## src/rtl/fetch_redirect_ctrl.sv

```systemverilog
// Instruction fetch sequencer: owns the fetch PC, keeps a single request outstanding to
// instruction memory, holds fetched words for decode and applies branch redirects.
module fetch_redirect_ctrl #(
    parameter int unsigned                INSN_ADDR_WIDTH = 10,
    parameter int unsigned                INSN_WIDTH      = 32,
    parameter int unsigned                PC_INC          = 4,
    parameter logic [INSN_ADDR_WIDTH-1:0] RESET_PC        = '0
) (
    input  logic                       clk,
    input  logic                       rst,
    output logic                       imem_req_valid,
    input  logic                       imem_req_ready,
    output logic [INSN_ADDR_WIDTH-1:0] imem_addr,
    input  logic                       imem_rsp_valid,
    input  logic [INSN_WIDTH-1:0]      imem_rsp_insn,
    output logic                       fetch_valid,
    output logic [INSN_ADDR_WIDTH-1:0] fetch_pc,
    output logic [INSN_WIDTH-1:0]      fetch_insn,
    input  logic                       stall,
    input  logic                       br_valid,
    input  logic                       br_taken,
    input  logic [INSN_ADDR_WIDTH-1:0] br_target,
    output logic                       flush
);

    localparam logic [INSN_ADDR_WIDTH-1:0] PcInc = INSN_ADDR_WIDTH'(PC_INC);

    typedef enum logic [1:0] {StBoot, StReq, StWait, StHold} state_e;

    state_e                       state_q, state_d;
    logic [INSN_ADDR_WIDTH-1:0]   pc_q, pc_d;
    logic [INSN_ADDR_WIDTH-1:0]   inflight_pc_q, inflight_pc_d;
    logic [INSN_ADDR_WIDTH-1:0]   fetch_pc_q, fetch_pc_d;
    logic [INSN_WIDTH-1:0]        fetch_insn_q, fetch_insn_d;
    logic                         drop_q, drop_d;
    logic                         redirect;

    always_comb begin
        state_d        = state_q;
        pc_d           = pc_q;
        inflight_pc_d  = inflight_pc_q;
        fetch_pc_d     = fetch_pc_q;
        fetch_insn_d   = fetch_insn_q;
        drop_d         = drop_q;
        imem_req_valid = 1'b0;
        fetch_valid    = 1'b0;
        redirect       = br_valid & br_taken;
        flush          = redirect;

        unique case (state_q)
            StBoot: begin
                state_d = StReq;
                if (redirect) pc_d = br_target;
            end
            StReq: begin
                imem_req_valid = 1'b1;
                if (redirect) begin
                    pc_d = br_target;
                    // An accepted request still carries the old address; its data must be dropped.
                    if (imem_req_ready) begin
                        drop_d  = 1'b1;
                        state_d = StWait;
                    end
                end else if (imem_req_ready) begin
                    inflight_pc_d = pc_q;
                    state_d       = StWait;
                end
            end
            StWait: begin
                if (imem_rsp_valid) begin
                    if (drop_q || redirect) begin
                        drop_d  = 1'b0;
                        state_d = StReq;
                        if (redirect) pc_d = br_target;
                    end else begin
                        fetch_insn_d = imem_rsp_insn;
                        fetch_pc_d   = inflight_pc_q;
                        pc_d         = inflight_pc_q + PcInc;
                        state_d      = StHold;
                    end
                end else if (redirect) begin
                    drop_d = 1'b1;
                    pc_d   = br_target;
                end
            end
            StHold: begin
                fetch_valid = 1'b1;
                if (redirect) begin
                    pc_d    = br_target;
                    state_d = StReq;
                end else if (!stall) begin
                    state_d = StReq;
                end
            end
            default: state_d = StBoot;
        endcase
    end

    always_ff @(posedge clk) begin
        if (rst) begin
            state_q       <= StBoot;
            pc_q          <= RESET_PC;
            inflight_pc_q <= RESET_PC;
            fetch_pc_q    <= RESET_PC;
            fetch_insn_q  <= '0;
            drop_q        <= 1'b0;
        end else begin
            state_q       <= state_d;
            pc_q          <= pc_d;
            inflight_pc_q <= inflight_pc_d;
            fetch_pc_q    <= fetch_pc_d;
            fetch_insn_q  <= fetch_insn_d;
            drop_q        <= drop_d;
        end
    end

    assign imem_addr  = pc_q;
    assign fetch_pc   = fetch_pc_q;
    assign fetch_insn = fetch_insn_q;

endmodule

```

## config.mk

```make
export PLATFORM = sky130hd
export DESIGN_NAME = fetch_redirect_ctrl
export DESIGN_NICKNAME = d
export VERILOG_FILES = /design/src/rtl/fetch_redirect_ctrl.sv
export SDC_FILE = /design/constraint.sdc
export NUM_CORES = 1
export LEC_CHECK = 0
export ABC_AREA = 1
export BUFFER_PORTS_ARGS = -buffer_cell sky130_fd_sc_hd__clkbuf_2
export CAP_MARGIN = 25
export CORE_ASPECT_RATIO = 1.1
export CORE_UTILIZATION = 48
export DETAILED_ROUTE_END_ITERATION = 6
export PLACE_DENSITY = 0.79
export SLEW_MARGIN = 20
export SYNTH_ARGS = -nofsm -noshare
export SYNTH_HDL_FRONTEND = slang
export SYNTH_SLANG_ARGS = --single-unit
```

## constraint.sdc

```tcl
create_clock -name clk -period 1.5 [get_ports clk]
set_input_delay 0 -clock clk [delete_from_list [all_inputs] [get_ports clk]]
set_output_delay 0 -clock clk [all_outputs]
set_load 0.02 [all_outputs]
```

==> flow_summary.toml <==
[timing]
hold_viol_final = 0
worst_pin_slew_ns = 0.353
setup_violations = 0
max_freq_mhz = 693
rsz0062_at_grt = "yes"
slew_violations = 0
min_period_over_period = 0.962
period_minus_slack_ns = 1.44
relSlewSlack = 0.764
fin_skew_ns = 0.00906

[layout]
post-route-cell-area_mm2 = 0.00385
drive_gt1_frac = 0.269
nets = 559
area_delta_synth_final_pct = 41.4
antenna_cells = 0

[worst_setup_path]
crit_type = "reg -> reg"
arrival_ns = 1.66
cp-start-kind = "register"
crit_required_ns = 1.72
end_kind = "register"
crit_path_max_fanout = 21

[job]
maxCapViolations = 0

[yosys]
synth_warnings = 0
ys_ff_latch = 65
syn-cell-area_mm2 = 0.00272
ys_seq_area_frac = 0.478
synth_area_per_cell_um2 = 7.39
synth_cell_types = 21
synth_area_leaders = "dfxtp_1 (48%), nor2_1 (13%), o21ai_0 (9.6%), nand2_1 (6.5%), a21oi_1 (3.7%)"
synthCells = 368
yosys.area.top_type = "dfxtp_1"
syn-num-nets = 423
yosys.area.top_type_share = 0.478

[die]
io_pins = 104
fp.dieArea_mm2 = 0.00597
core-area_mm2 = 0.00543
die_w_um = 73.8
rows = 28
start_util = 0.501
die_y_um = 81.0

[route]
drc = 0
drtIter0Drc = 279
ant_nets = 0
vias = 2827
routed_wl_um = 6990
wl_per_cell_um = 12.0
via_per_inst = 4.84
dr.pass1.iters = 4

[grt]
grt_pass1_vias = 2591
grt_use_total = 0.243
antenna_found_initial = 0
grt_pass1_wl_um = 11200
grt_max_degree = 43
grt_overflow = 0

[power]
ir_drop_mv = 0.805
p_per_area_mw_per_mm2 = 1350
power_uw = 5180
p_leak_uw = 0.00197

[clocking]
clock_sinks = 65
worstSkewPairLatency_ns = 0.33
cts_made_buffers = 9
htree_levels = 3
cts_buffer_depth = 2
cts_tree = "done"
cts_root_buffer = "clkbuf_8"
postCtsSetupRepairBufs = 0
clk_pin_slew_ns = 0.07

[outcome]
status = "finished, final reports clean"

[placed_design]
placedInstanceArea_mm2 = 0.00330
port-buffer-count = 103
dpl.hpwl_um = 4370
place_congestion = 0.866

[worst_hold_path]
hp-class = "in -> reg"
==> power by group <==
group / internal, uW / switching [uW]
sequential: 1970 / 169
clock: 979 / 652
combinational: 542 / 862
total: 3490 / 1680
==> final cells by class <==
cell class	instances	area (um^2)
Fill cell	426	1580
Sequential cell	65	1300
Multi-Input combinational cell	259	1210
Timing Repair Buffer	145	923
Clock buffer	11	141
Inverter	24	97.6
Tap cell	75	93.8
Clock inverter	5	78.8
==> timing repair <==
item                                    in CTS  in global routing
endpoints found under the hold margin       32                  0
endpoints found under the setup margin       7                 42
hold buffers                                32                  0
resized for setup                            1                  3
==> worst max-delay path: stages, from the launching register on <==
cell	delay, ns
dfxtp_1	0.33
inv_1	0.08
ha_2	0.21
inv_1	0.08
nor2_4	0.13
nand2_4	0.08
buf_4	0.22
nor2_1	0.13
nor2_1	0.06
==> cells in the final DEF, fill, tap and decap left out, drive strengths merged <==
| cell | count |
|---|---|
| ha | 6 |
| o21ai | 62 |
| nor2 | 99 |
| xnor2 | 1 |
| a21oi | 20 |
| clkinv | 3 |
| xor2 | 1 |
| dfxtp | 65 |
| nand2 | 51 |
| dlygate4sd3 | 32 |
| clkbuf | 114 |
| a31oi | 1 |
| inv | 24 |
| nor3 | 3 |
| o21bai | 1 |
| buf | 10 |
| bufinv | 2 |
| nand3 | 14 |
==> layer usage <==
| metal | global-route usage | part of all wire | up-vias |
|---|---|---|---|
| li1 | - | - | 1451 |
| met1 | 0.288 | 0.43 | 1269 |
| met2 | 0.431 | 0.51 | 92 |
| met3 | 0.0409 | 0.044 | 15 |
| met4 | 0.0962 | 0.015 | 0 |
| met5 | 0 | 0 | - |
==> stage by stage <==
step | hold slack [ns] | setup TNS [ns] | cells | worst slack, ns | util
after global placement | 0.222 | 0 | 536 | 0.0846 | 0.607
after global routing | 0.0511 | -0.118 | 584 | -0.0298 | 0.708
after detailed placement | 0.228 | -0.00760 | 536 | -0.00760 | 0.607
after floorplan | 0.135 | 0 | 368 | 0.137 | -
after CTS | 0.0152 | 0 | 584 | 0.0223 | 0.707
final | 0.0138 | 0 | 584 | 0.0576 | 0.708
==> state kept, by name, indices dropped and copies added, names as in the netlist <==
signal         flops
fetch_insn        32
drop_q             1
fetch_pc          10
state_q            2
imem_addr         10
inflight_pc_q     10
==> synthesized netlist by cell type, drive strengths merged <==
master	count
dfxtp	65
ha	6
xor2	1
o21bai	1
a31oi	1
nand2	51
clkbuf	8
buf	12
nor2	99
xnor2	1
inv	24
a21oi	20
nand3	14
o21ai	62
nor3	3
==> final timing paths <==
path         cells past startpoint                       endpoint  slack (ns)                          start
min                              5        imem_addr[7]$_SDFF_PP0_        0.01                   br_target[7]
max                              8       fetch_pc[8]$_SDFFE_PP0P_        0.06        state_q[0]$_SDFFE_PP0P_
max reg2reg                      8       fetch_pc[8]$_SDFFE_PP0P_        0.06        state_q[0]$_SDFFE_PP0P_
min reg2reg                      2  inflight_pc_q[0]$_SDFFE_PP0P_        0.47  inflight_pc_q[0]$_SDFFE_PP0P_
==> cells by family (layout without fill, tap and decap cells) <==
group | Yosys count | in the layout | share of synthesized area
simple gates | 167 | 167 | 0.253
compound gates | 84 | 84 | 0.156
flops | 65 | 65 | 0.478
buf+inv | 44 | 185 | 0.0787
fa+ha+maj | 6 | 6 | 0.0276
xor+xnor | 2 | 2 | 0.00644
(Power assumes the default switching activity.)
